--- config.mk ---
export PLATFORM = sky130hd
export DESIGN_NAME = debug_dump_tx_flat
export DESIGN_NICKNAME = d
export VERILOG_FILES = /design/src/rtl/debug_dump_tx_if.sv /design/src/rtl/debug_dump_tx.sv /design/src/flat_wrapper.sv
export SDC_FILE = /design/constraint.sdc
export NUM_CORES = 1
export LEC_CHECK = 0
export CAP_MARGIN = 20
export CORE_ASPECT_RATIO = 1.75
export CORE_MARGIN = 5
export CORE_UTILIZATION = 50
export CTS_BUF_LIST = sky130_fd_sc_hd__clkbuf_8
export DETAILED_ROUTE_END_ITERATION = 6
export PLACE_DENSITY = 0.78
export SLEW_MARGIN = 20
export SYNTH_ARGS = -nofsm -noshare
export SYNTH_HDL_FRONTEND = slang
export SYNTH_SLANG_ARGS = --single-unit
--- constraint.sdc ---
create_clock -name i_clock -period 5.43 [get_ports i_clock]
set_clock_uncertainty 0.1 [all_clocks]
set_input_delay 1.086 -clock i_clock [delete_from_list [all_inputs] [get_ports i_clock]]
set_output_delay 1.086 -clock i_clock [all_outputs]
set_load 0.1 [all_outputs]
--- src/rtl/debug_dump_tx_if.sv ---
// debug_dump_tx_if
// Groups the three handshakes of the debug-dump transmitter:
//   request      : start, sel (in)  / busy, done (out)
//   read port    : rd_src, rd_addr (out) / rd_data (in, 1-cycle latency)
//   UART TX      : tx_start, tx_data (out) / tx_done_tick (in)
// The master modport is the transmitter; the slave modport is the
// environment (command FSM, datapath read port and UART together).
interface debug_dump_tx_if #(
  parameter int NB_DATA = 32,
  parameter int NB_ADDR = 8
);
  logic               start;
  logic [1:0]         sel;
  logic               busy;
  logic               done;
  logic [1:0]         rd_src;
  logic [NB_ADDR-1:0] rd_addr;
  logic [NB_DATA-1:0] rd_data;
  logic               tx_start;
  logic [7:0]         tx_data;
  logic               tx_done_tick;

  modport master (
    input  start, sel, rd_data, tx_done_tick,
    output busy, done, rd_src, rd_addr, tx_start, tx_data
  );

  modport slave (
    output start, sel, rd_data, tx_done_tick,
    input  busy, done, rd_src, rd_addr, tx_start, tx_data
  );
endinterface

--- src/rtl/debug_dump_tx.sv ---
// debug_dump_tx
// Streams the PC, the register bank and the data memory to the UART
// transmitter, one byte per tx_start/tx_done_tick handshake, least
// significant byte of each word first. A request dumps one source or all
// three back-to-back (PC, BR, MEM) and may be followed by an XOR checksum
// of every data byte sent.
// Ports:
//   i_clock        rising-edge clock
//   i_reset        synchronous, active-high reset
//   bus (master)   start/sel request and busy/done status,
//                  rd_src/rd_addr/rd_data datapath read port,
//                  tx_start/tx_data/tx_done_tick UART byte handshake
module debug_dump_tx #(
  parameter int NB_DATA     = 32,
  parameter int N_REGS      = 32,
  parameter int N_MEM       = 128,
  parameter int NB_ADDR     = 8,
  parameter int EN_CHECKSUM = 1
) (
  input logic             i_clock,
  input logic             i_reset,
  debug_dump_tx_if.master bus
);

  localparam int NB_BYTES = NB_DATA / 8;
  localparam int NB_BCNT  = (NB_BYTES > 1) ? $clog2(NB_BYTES) : 1;

  localparam logic [NB_BCNT-1:0] LAST_BYTE = NB_BCNT'(NB_BYTES - 1);
  localparam logic [NB_ADDR-1:0] LAST_REG  = NB_ADDR'(N_REGS - 1);
  localparam logic [NB_ADDR-1:0] LAST_MEM  = NB_ADDR'(N_MEM - 1);

  localparam logic [1:0] SRC_PC  = 2'd0;
  localparam logic [1:0] SRC_BR  = 2'd1;
  localparam logic [1:0] SRC_MEM = 2'd2;
  localparam logic [1:0] SEL_ALL = 2'd3;

  typedef enum logic [2:0] {
    S_IDLE,
    S_FETCH,
    S_LATCH,
    S_SEND,
    S_WAIT_TX,
    S_CKSUM,
    S_CK_WAIT,
    S_DONE
  } state_t;

  state_t state;
  state_t next_state;

  logic [1:0]         sel_q;
  logic [1:0]         src_q;
  logic [1:0]         first_src;
  logic [NB_ADDR-1:0] word_cnt;
  logic [NB_ADDR-1:0] last_word;
  logic [NB_BCNT-1:0] byte_cnt;
  logic [NB_DATA-1:0] word_q;
  logic [7:0]         cksum_q;
  logic [7:0]         tx_hold;
  logic               more_bytes;
  logic               more_words;
  logic               more_srcs;

  // Source selected by the request; ALL starts with the PC.
  always_comb begin
    case (bus.sel)
      2'd1:    first_src = SRC_BR;
      2'd2:    first_src = SRC_MEM;
      default: first_src = SRC_PC;
    endcase
  end

  always_comb begin
    case (src_q)
      SRC_BR:  last_word = LAST_REG;
      SRC_MEM: last_word = LAST_MEM;
      default: last_word = '0;
    endcase
  end

  // Counters start at zero and never pass their last value, so an
  // inequality is enough to tell whether more remain.
  assign more_bytes = (byte_cnt != LAST_BYTE);
  assign more_words = (word_cnt != last_word);
  assign more_srcs  = (sel_q == SEL_ALL) && (src_q != SRC_MEM);

  always_ff @(posedge i_clock) begin
    if (i_reset) begin
      state <= S_IDLE;
    end else begin
      state <= next_state;
    end
  end

  // tx_done_tick is only looked at in the two wait states, so a tick that
  // coincides with tx_start (SEND/CKSUM) cannot skip a byte.
  always_comb begin
    next_state = state;
    case (state)
      S_IDLE: begin
        if (bus.start) begin
          next_state = S_FETCH;
        end
      end
      S_FETCH: next_state = S_LATCH;
      S_LATCH: next_state = S_SEND;
      S_SEND:  next_state = S_WAIT_TX;
      S_WAIT_TX: begin
        if (bus.tx_done_tick) begin
          if (more_bytes) begin
            next_state = S_SEND;
          end else if (more_words || more_srcs) begin
            next_state = S_FETCH;
          end else if (EN_CHECKSUM != 0) begin
            next_state = S_CKSUM;
          end else begin
            next_state = S_DONE;
          end
        end
      end
      S_CKSUM: next_state = S_CK_WAIT;
      S_CK_WAIT: begin
        if (bus.tx_done_tick) begin
          next_state = S_DONE;
        end
      end
      S_DONE:  next_state = S_IDLE;
      default: next_state = S_IDLE;
    endcase
  end

  // Word/byte/source bookkeeping. The word register is shifted right after
  // each byte so the byte to send is always word_q[7:0]. tx_hold keeps the
  // last transmitted byte visible between SEND/CKSUM cycles.
  always_ff @(posedge i_clock) begin
    if (i_reset) begin
      sel_q    <= '0;
      src_q    <= SRC_PC;
      word_cnt <= '0;
      byte_cnt <= '0;
      word_q   <= '0;
      cksum_q  <= '0;
      tx_hold  <= '0;
    end else begin
      case (state)
        S_IDLE: begin
          if (bus.start) begin
            sel_q    <= bus.sel;
            src_q    <= first_src;
            word_cnt <= '0;
            byte_cnt <= '0;
            cksum_q  <= '0;
          end
        end
        S_LATCH: begin
          word_q <= bus.rd_data;
        end
        S_SEND: begin
          cksum_q <= cksum_q ^ word_q[7:0];
          tx_hold <= word_q[7:0];
        end
        S_WAIT_TX: begin
          if (bus.tx_done_tick) begin
            if (more_bytes) begin
              word_q   <= word_q >> 8;
              byte_cnt <= byte_cnt + NB_BCNT'(1);
            end else if (more_words) begin
              word_cnt <= word_cnt + NB_ADDR'(1);
              byte_cnt <= '0;
            end else if (more_srcs) begin
              src_q    <= src_q + 2'd1;
              word_cnt <= '0;
              byte_cnt <= '0;
            end
          end
        end
        S_CKSUM: begin
          tx_hold <= cksum_q;
        end
        default: begin
        end
      endcase
    end
  end

  // The read address is a pure function of src_q/word_cnt, which only change
  // on the way into FETCH, so it holds from one FETCH to the next.
  always_comb begin
    bus.tx_start = 1'b0;
    bus.tx_data  = tx_hold;
    bus.busy     = (state != S_IDLE) && (state != S_DONE);
    bus.done     = (state == S_DONE);
    bus.rd_src   = src_q;
    bus.rd_addr  = (src_q == SRC_PC) ? '0 : word_cnt;
    if (state == S_SEND) begin
      bus.tx_start = 1'b1;
      bus.tx_data  = word_q[7:0];
    end else if (state == S_CKSUM) begin
      bus.tx_start = 1'b1;
      bus.tx_data  = cksum_q;
    end
  end

endmodule

--- src/flat_wrapper.sv ---
// flat-port wrapper written by rule: the top's interface ports become plain ports
module debug_dump_tx_flat 
#(
  parameter int NB_DATA     = 32,
  parameter int N_REGS      = 32,
  parameter int N_MEM       = 128,
  parameter int NB_ADDR     = 8,
  parameter int EN_CHECKSUM = 1
)
  (i_clock, i_reset, bus_start, bus_sel, bus_rd_data, bus_tx_done_tick, bus_busy, bus_done, bus_rd_src, bus_rd_addr, bus_tx_start, bus_tx_data);
  debug_dump_tx_if #(.NB_DATA(NB_DATA), .NB_ADDR(NB_ADDR)) bus_i ();
  input logic i_clock;
  input logic i_reset;
  input wire logic [$bits(bus_i.start)-1:0] bus_start;
  input wire logic [$bits(bus_i.sel)-1:0] bus_sel;
  input wire logic [$bits(bus_i.rd_data)-1:0] bus_rd_data;
  input wire logic [$bits(bus_i.tx_done_tick)-1:0] bus_tx_done_tick;
  output wire logic [$bits(bus_i.busy)-1:0] bus_busy;
  output wire logic [$bits(bus_i.done)-1:0] bus_done;
  output wire logic [$bits(bus_i.rd_src)-1:0] bus_rd_src;
  output wire logic [$bits(bus_i.rd_addr)-1:0] bus_rd_addr;
  output wire logic [$bits(bus_i.tx_start)-1:0] bus_tx_start;
  output wire logic [$bits(bus_i.tx_data)-1:0] bus_tx_data;
  assign bus_i.start = bus_start;
  assign bus_i.sel = bus_sel;
  assign bus_i.rd_data = bus_rd_data;
  assign bus_i.tx_done_tick = bus_tx_done_tick;
  assign bus_busy = bus_i.busy;
  assign bus_done = bus_i.done;
  assign bus_rd_src = bus_i.rd_src;
  assign bus_rd_addr = bus_i.rd_addr;
  assign bus_tx_start = bus_i.tx_start;
  assign bus_tx_data = bus_i.tx_data;
  debug_dump_tx #(.NB_DATA(NB_DATA), .N_REGS(N_REGS), .N_MEM(N_MEM), .NB_ADDR(NB_ADDR), .EN_CHECKSUM(EN_CHECKSUM)) u_core (.i_clock(i_clock), .i_reset(i_reset), .bus(bus_i));
endmodule
### Word-level counts from Yosys, hierarchy flattened

Cells that the tools add are included.

| word-level totals | value |
|---|---|
| register bits | 65 |
| output and inout port bits | 21 |

| operators by class | value |
|---|---|
| $add $sub $neg | 3 |
| equality and inequality tests | 25 |
| mux-type cells | 36 |
| bitwise logic cells | 1 |
| reduce and logical (&&, ||, !) cells | 17 |

Operators by type and width:

| kind | count |
|---|---|
| two-way mux 32 bit | 2 |
| two-way mux 8 bit | 8 |
| one-hot mux 32 bit (2 select lines) | 1 |
| one-hot mux 8 bit (2 select lines) | 3 |
| one-hot mux 3 bit (8 select lines) | 1 |
| two-way mux 2 bit | 10 |
| two-way mux 3 bit | 5 |
| inequality test 2 bit (second input constant) | 7 |
| one-hot mux 7 bit (2 select lines) | 1 |
| == test 3 bit (second input constant) | 4 |
| one-hot mux 2 bit (2 select lines) | 3 |
| adder 8 x 1 -> 8 bit (second input constant) | 1 |
| inequality test 8 x 7 -> 1 bit | 1 |
| nonzero test 2 bit | 4 |
| XOR 8 bit | 1 |
| == test 2 bit (second input constant) | 3 |
| == test 3 x 2 -> 1 bit (second input constant) | 2 |
| AND reduction 3 bit | 2 |
| AND reduction 6 bit | 1 |
| AND reduction 5 bit | 1 |
| adder 2 x 1 -> 2 bit (second input constant) | 2 |
| == test 2 x 1 -> 1 bit (second input constant) | 2 |
| inequality test 2 x 1 -> 1 bit (second input constant) | 2 |
| inequality test 4 x 1 -> 1 bit (second input constant) | 1 |
| 11 further kinds | 14 |

### Depth between registers and ports, before layout

Gate-level depths: netlist of run 1.

| logic depth | value |
|---|---|
| word-level depth | 8 |
| gate-level depth with buffers | 8 |

### Worst setup path before layout of run 1

No wires, ideal clock.

| path | value |
|---|---|
| path kind | reg2out |
| from | register u_core.state[2] |
| to | output port bus_tx_data[0] |
| data arrival time | 3.381 ns |
| path slack | 0.863 ns |
| cell stages (with the launch flop) | 7 |
| buffers on the path | 2 |
| cell sequence | dfxtp_1 -> buf_2 -> nand2b_1 -> clkbuf_1 -> a21boi_2 -> nor2_1 -> a21oi_1 |

| on the way | value |
|---|---|
| longest elaborated chain between the ends | 3 |

RTL lines:

| item | RTL line | text |
|---|---|---|
| start, declared | debug_dump_tx.sv:48 | `state_t state;` |
| start signal, assigned | debug_dump_tx.sv:91 | `state <= next_state;` |
| == test 3 bit | debug_dump_tx.sv:198 | `end else if (state == S_CKSUM) begin` |
| two-way mux 8 bit | debug_dump_tx.sv:198 |  |
| two-way mux 8 bit (*) | debug_dump_tx.sv:195 | `if (state == S_SEND) begin` |
| end, declared | flat_wrapper.sv:23 | `output wire logic [$bits(bus_i.tx_data)-1:0] bus_tx_data;` |

Every way passes the cells marked *; elsewhere a longest branch is shown, timed or not.

### Worst setup path after layout of run 1

| path | value |
|---|---|
| from | register u_core.state[0] |
| to | output port bus_done |

| on the way | value |
|---|---|
| longest elaborated chain between the ends | 1 |

RTL lines:

| item | RTL line | text |
|---|---|---|
| == test 3 bit | debug_dump_tx.sv:192 | `bus.done = (state == S_DONE);` |
| end, declared | flat_wrapper.sv:19 | `output wire logic [$bits(bus_i.done)-1:0] bus_done;` |

No other way between the ends.

==> results.ini, run 1 <==
[drt]
drt_first_iter_violations=191
wl_per_cell_microns=15.4
ant_nets=0
vias=2911
drcViolationCount=0
drt_pre_antenna_iters=5
drt_wl_total_mm=7.89
viasPerCell=5.67

[cells_and_area]
num_antenna_cells=0
layout_common_cells=65 x dfxtp_1, 49 x nor2_1, 48 x clkdlybuf4s50_1
multi_input_area_sq_um=1850
area_growth_pct=22.9
drive_gt1_share_pct=13.5
fillers=592
final_util_pct=62.3
seqCellArea_sq_um=1300
layout.nets=469
final_common_cell=dfxtp_1

[grt]
grt_max_degree=49
grt_pass1_vias=2743
antenna_found_initial=0
grt_pass1_wl_mm=13.0
overflow=0
track_usage_pct=19.7

[clock_network]
cts_buffer_depth=2
tritoncts=yes
cts_resized=0
cts_made_buffers=9
clkTransAtPathRegs_ps=60
clock_latency_ps=340
cts.sinks=65
cts_root_buffer=clkbuf_8
holdBufCountCts=0
post_cts.repair.setup_buffers=0
htree_levels=3

[yosys]
synth_mux_area_share_pct=0.342
ys_warn_count=0
ys_seq_elements=65
syn_nets=424
yosysSeqAreaShare_pct=39.6
synth_xor_xnor_area_share_pct=1.33
synthAdderAreaFrac_pct=1.90
synth_top_family_by_area=simple AND/OR/NAND/NOR gates
avgSynthCellArea_sq_um=8.63
yosysUniqueCellTypes=55
synthCells=381
netlist_area_sq_um=3290
async_reset_ff_share_pct=0
synth_compound_area_share_pct=25.4
synth_edf_count=0
synth_ff_type=dfxtp_1
synth-simple-area-share_pct=27.0

[setup_path]
arrival_ps=2470
cp_max_fo=17
critPathSlowestCell=clkdlybuf4s50_1
critPathMaxStageDelay_ps=1130
path_cells=and3_1 -> clkdlybuf4s50_1
cp.required_ps=4240
critPathCaptureType=output port
crit_buf_inv=1
crit_path_start_kind=flop
crit_type=flop to output port
cp_top_family=buffers and inverters

[placement]
io_buffer_count=58
place_congestion=0.834
dpl.hpwl_mm=5.48

[die]
die_h_microns=117
core-area_sq_um=6490
ioPinCount=59
die_x_microns=71.3
initial_utilization_pct=50.7
dieArea_sq_um=8360
rows=39

[sta]
worst_pin_slew_ps=988
slew_violations=0
fmaxAchievable_mhz=274
setup_violations=0
min_period_ps=3650
fin_crit_sh_pct=67.2
slew_headroom_pct=34.1
finalSetupTns_ps=0
hold_viol=0
rsz0062_at_grt=false

[power_and_ir_drop]
ir_worst_vdd_mv=0.183
powerDensity_nw_per_um2=309
p_leak_uw=0.00145

[job]
drv_cap=0

[hold_path]
worstHoldPathType=flop to flop

[status]
status=finished clean

-- cell families after synthesis --
logic type      Yosys count
mux                       1
buf+inv                  30
compound gates           92
simple gates            183
xor+xnor                  5
fa+ha+maj                 5
flops                    65
-- cells in the mapped netlist (2+ instances only) --
library cell	number	share of area (%)
nor3_1	2	0.30
and3b_1	2	0.53
or2_0	8	1.5
xor2_1	2	0.53
xnor2_1	3	0.80
a22oi_1	8	1.8
nand2b_1	5	0.95
buf_1	2	0.23
buf_2	5	0.76
buf_6	3	1.0
or3_1	3	0.57
ha_1	5	1.9
o21ai_0	2	0.30
a311oi_2	20	9.1
o22ai_1	9	1.7
nand2_1	43	4.9
inv_1	3	0.34
a21oi_1	23	3.5
nand3_1	39	5.9
a311oi_1	8	2.1
and3_1	6	1.1
nor2b_1	17	3.2
clkbuf_1	16	1.8
a311o_1	2	0.61
dfxtp_1	65	40
nor2_1	50	5.7
nor2_4	2	0.68
-- tightest hold or removal path, delay by kind of cell (launching register included) --
family             cells  cell delay (ps)
AOI/OAI and AO/OA      1               50
DFF                    1              310
and+or+nand+nor        1               50
-- power breakdown --
| group | switching, uW | internal, uW | total (uW) |
|---|---|---|---|
| clock | 177 | 251 | 428 |
| sequential | 24.4 | 510 | 534 |
| combinational | 187 | 101 | 288 |
-- sequential cells by signal, summed over array words and instances (netlist names) --
| signal | cells |
|---|---|
| u_core.bus.rd_src | 2 |
| u_core.cksum_q | 8 |
| u_core.word_q | 32 |
| u_core.sel_q | 2 |
| u_core.tx_hold | 8 |
| u_core.byte_cnt | 2 |
| u_core.word_cnt | 8 |
| u_core.state | 3 |
-- per-stage QoR --
step	hold WS, ps	total power, uW	std cells	cell area (sq um)	worst slack, ps
finish	355	1250	513	4040	1780
global route	395	1300	513	4040	1640
CTS	355	1260	513	4040	1760
detailed placement	345	831	497	3840	2140
global placement	339	825	497	3840	2170
floorplan	332	759	381	3290	863
-- worst paths after layout --
path                                      start          endpoint  slack [ps]  cells after the start
worst max-delay path            u_core.state[0]          bus_done        1780                      2
worst min-delay path            u_core.sel_q[0]   u_core.sel_q[0]         350                      2
worst max register to register  u_core.state[0]  u_core.word_q[6]        2620                      5
worst min register to register  u_core.sel_q[0]   u_core.sel_q[0]         350                      2
-- cell type report --
class | count | area share, %
flip-flops and latches | 65 | 32.2
clock inverters | 7 | 1.98
inverters | 3 | 0.279
well taps | 82 | 2.54
repair buffers | 61 | 14.2
clock buffers | 9 | 3.07
multi-input cells | 286 | 45.7
-- per-layer routing --
layer	track usage [%]	share of wire [%]
met1	21.4	40
met2	35.6	54
met3	4.87	4.3
met4	8.66	2.2
met5	0	0
No activity file was read; power rests on OpenSTA's default activity.
==> run 2, diff against run 1 <==
- CORE_UTILIZATION: 50 -> 49
- PLACE_DENSITY: 0.78 -> 0.79
- clock period: 5.43 -> 3.07 ns (I/O delays scaled with it)
==> results.ini, run 2 (same netlist as run 1, synthesis figures left out) <==
[grt]
grt_pass1_wl_mm=12.9
track_usage_pct=18.9
overflow=0
grt_pass1_vias=2822
antenna_found_initial=0
grt_max_degree=49

[clock_network]
clkTransAtPathRegs_ps=80
post_cts.repair.setup_buffers=0
cts_made_buffers=9
cts_buffer_depth=2
htree_levels=3
clock_latency_ps=350
cts.sinks=65
cts_root_buffer=clkbuf_8
tritoncts=yes

[drt]
ant_nets=0
drt_pre_antenna_iters=4
wl_per_cell_microns=15.3
viasPerCell=5.82
vias=3001
drcViolationCount=0
drt_wl_total_mm=7.89
drt_first_iter_violations=195

[sta]
slew_headroom_pct=63.8
finalSetupTns_ps=0
fmaxAchievable_mhz=362
hold_viol=0
worst_pin_slew_ps=543
fin_crit_sh_pct=90.1
slew_violations=0
rsz0062_at_grt=false
setup_violations=0
min_period_ps=2770

[cells_and_area]
max_flop_register=u_core.word_q
layout_common_cells=65 x dfxtp_1, 48 x nor2_1, 43 x nand2_1
largest_register_ffs=32
layout.nets=472
final_util_pct=66.0
final_common_cell=dfxtp_1
area_growth_pct=31.3
drive_gt1_share_pct=20.3
num_antenna_cells=0

[setup_path]
path_cells=nand2b_2 -> a21boi_4 -> nor2_1 -> a21oi_4 -> buf_12
crit_type=flop to output port
critPathCaptureType=output port
cp.required_ps=2360
critPathSlowestCell=dfxtp_1
crit_buf_inv=1
crit_path_start_kind=flop
arrival_ps=2050
critPathMaxStageDelay_ps=560
cp_top_family=flip-flops
cp_max_fo=10

[die]
initial_utilization_pct=50.3
ioPinCount=59
die_x_microns=71.9
rows=39
dieArea_sq_um=8510
die_h_microns=118
core-area_sq_um=6540

[placement]
dpl.hpwl_mm=5.66
place_congestion=0.904
io_buffer_count=58

[hold_path]
worstHoldPathType=flop to flop

[power_and_ir_drop]
powerDensity_nw_per_um2=558
p_leak_uw=0.00153
ir_worst_vdd_mv=0.372

[status]
status=finished clean

[job]
drv_cap=0

-- run 2: cell types whose count changed in the layout (fill, tap and decap cells not counted), moves of 2 or more --
cell / delta
a21oi_1: -8
a21oi_4: +7
buf_12: +12
buf_4: +3
clkdlybuf4s50_1: -12
clkinvlp_4: +2
inv_1: -4
-- run 2: what timing repair did --
action,in CTS,in global routing
setup endpoints to repair,0,7
gates resized for setup,0,1
hold buffers,0,0
-- run 2: final cells by class --
class / instances / area, sq um
fill: 566 / 2220
multi-input combinational: 286 / 1940
sequential: 65 / 1300
timing repair buffer: 64 / 718
clock buffer: 9 / 124
clock inverter: 7 / 119
tap: 82 / 103
inverter: 3 / 11.3
-- run 2: worst reg2reg max path, delay by kind of cell, from the launching register on --
kind	cells	cell delay, ps
AND/OR/NAND/NOR	1	230
XOR/XNOR	1	270
adder cells (fa/ha/maj)	1	430
flip-flops	1	450
buffers and inverters	1	70
AO/OA/AOI/OAI	3	760
-- run 2: layer usage --
layer / up-vias / track usage [%] / wire length [microns]
li1: 1473 / - / -
met4: 0 / 10.4 / 200
met5: - / 0 / 0
met3: 16 / 3.48 / 389
met2: 97 / 32.9 / 4250
met1: 1415 / 21.0 / 3050
-- run 2: final timing paths --
path              depth (start not counted)  slack [ps]            endpoint                  from
setup / recovery                          5         300      bus_tx_data[6]       u_core.state[1]
hold / removal                            2         360     u_core.sel_q[1]       u_core.sel_q[1]
setup reg to reg                          7         700  u_core.word_cnt[6]  u_core.bus.rd_src[1]
hold reg to reg                           2         360     u_core.sel_q[1]       u_core.sel_q[1]
-- run 2: through the flow --
stage	hold slack [ps]	instance area (sq um)	cells	worst slack, ps	total power [uW]
final	361	4320	516	304	2410
after global routing	383	4320	516	153	2500
after CTS	360	4320	516	181	2420
after detailed placement	350	4070	500	511	1550
after global placement	342	4070	500	568	1530
after floorplan	332	3380	381	-511	1370
-- run 2: where the power goes --
| group | total, uW | switching, uW | internal, uW |
|---|---|---|---|
| combinational | 585 | 361 | 225 |
| clock | 883 | 344 | 539 |
| sequential | 943 | 42.4 | 901 |
| total | 2410 | 747 | 1660 |
==> run 3, diff against run 2 <==
- CELL_PAD_IN_SITES_DETAIL_PLACEMENT: not set -> 2
- CELL_PAD_IN_SITES_GLOBAL_PLACEMENT: not set -> 2
- CORE_UTILIZATION: 49 -> 29
- PLACE_DENSITY: 0.79 -> 0.78
- SETUP_SLACK_MARGIN: not set -> 0.4
==> results.ini, run 3 (same netlist as run 1, synthesis figures left out) <==
[drt]
vias=3074
drt_pre_antenna_iters=4
wl_per_cell_microns=18.6
drcViolationCount=0
drt_first_iter_violations=144
ant_nets=0
drt_wl_total_mm=10.5
viasPerCell=5.41

[hold_path]
worstHoldPathType=flop to flop
whs_path_depth=2
hold_end=u_core.sel_q[1]
min_from=u_core.sel_q[1]

[sta]
fmaxAchievable_mhz=398
slew_violations=0
setup_violations=0
slew_headroom_pct=60.0
min_period_ps=2510
final.setup.worst_slack_ps=556
worst_pin_slew_ps=599
fin_crit_sh_pct=81.9
finalSetupTns_ps=0
rsz0062_at_grt=false
hold_viol=0

[grt]
grt_pass1_vias=3553
grt_pass1_wl_mm=17.6
antenna_found_initial=0
grt_max_degree=49
track_usage_pct=15.9
overflow=0

[setup_path]
cp_max_fo=9
critPathCaptureType=output port
cp.required_ps=2360
path_cells=nand2b_2 -> a21boi_4 -> buf_12 -> nor2_2 -> a21oi_4 -> buf_12
crit_path_start_kind=flop
arrival_ps=1800
r2r_slack_ps=660
critPathMaxStageDelay_ps=380
critPathSlowestCell=dfxtp_2
crit_type=flop to output port
regToRegEndpoint=u_core.word_cnt[6]
path_common_cell=buf_12
r2r-start=u_core.bus.rd_src[0]
reg2regPathDepth=7

[clock_network]
holdBufCountCts=0
clkTransAtPathRegs_ps=70
cts_buffer_depth=2
clock_latency_ps=350
cts_root_buffer=clkbuf_8
cts_made_buffers=9
tritoncts=yes
cts.sinks=65
htree_levels=3

[placement]
place_congestion=0.784
dp_cells=551
dpl.hpwl_mm=7.67
io_buffer_count=58
place_ws_ps=397

[die]
ioPinCount=59
initial_utilization_pct=29.6
dieArea_sq_um=13700
die_x_microns=90.5
rows=51
die_h_microns=151
core-area_sq_um=11100

[cells_and_area]
layout.nets=474
layout_common_cells=60 x dfxtp_1, 43 x nand2_1, 40 x nor2_1
final_common_cell=dfxtp_1
max_flop_register=u_core.word_q
drive_gt1_share_pct=25.7
largest_register_ffs=32
stdcell_count=568
num_antenna_cells=0
area_growth_pct=36.9

[power_and_ir_drop]
ir_worst_vdd_mv=0.209
p_leak_uw=0.00155
powerDensity_nw_per_um2=537

[status]
status=finished clean

[job]
drv_cap=0

-- run 3: cell types whose count changed in the layout (fill, tap and decap cells not counted), sizes merged --
cell,previous run,this run
buf,28,30
clkbuf,9,11
bufinv,3,2
clkinvlp,2,1
-- run 3: routing by layer --
metal  up-vias  global-route usage (%)  share of wire, %
li1       1481                       -                 -
met1      1535                    16.6                39
met2        42                    30.9                57
met3        16                    3.23               2.6
met4         0                    5.37               1.8
met5         -                       0                 0
-- run 3: repair_timing --
action,4_1_cts,5_1_grt
gates resized for setup,1,3
setup endpoints to repair,8,9
cloned,0,0
pin swaps,1,0
setup buffers,1,0
-- run 3: worst max-delay path: cells and delay by family, from the launching register on --
family | cells | cell delay [ps]
flip-flops | 1 | 380
buffers and inverters | 2 | 360
AO/OA/AOI/OAI | 2 | 350
AND/OR/NAND/NOR | 2 | 370
-- run 3: how the worst max path moves through the flow --
stage | cells past startpoint | startpoint | endpoint
CTS | 5 | u_core.state[0] | bus_tx_data[0]
detailed placement | 6 | bus_tx_done_tick | u_core.word_cnt[6]
global route | 6 | u_core.state[1] | bus_tx_data[0]
finish | 6 | u_core.state[1] | bus_tx_data[0]
global placement | 6 | bus_tx_done_tick | u_core.word_cnt[7]
floorplan | 6 | u_core.state[2] | bus_tx_data[0]
-- run 3: through the flow --
| step | power (uW) | util, % | cell area, sq um | hold WS [ps] |
|---|---|---|---|---|
| floorplan | 1390 | - | 3500 | 332 |
| global placement | 1570 | 38.2 | 4250 | 340 |
| detailed placement | 1590 | 38.2 | 4250 | 359 |
| CTS | 2450 | 40.5 | 4500 | 370 |
| global route | 2530 | 40.5 | 4500 | 401 |
| finish | 2420 | 40.5 | 4500 | 366 |
-- run 3: cell type report --
class	count	area [sq um]
Multi-Input combinational cell	286	2040
Sequential cell	65	1310
Clock buffer	11	151
Fill cell	1237	6600
Timing Repair Buffer	66	746
Tap cell	132	165
Inverter	3	11.3
Clock inverter	5	77.6
-- run 3: where the power goes --
part	internal [uW]	leakage, uW	switching [uW]
logic	233	0.000906	386
registers	902	0.000531	49.3
clock network	499	0.000115	346
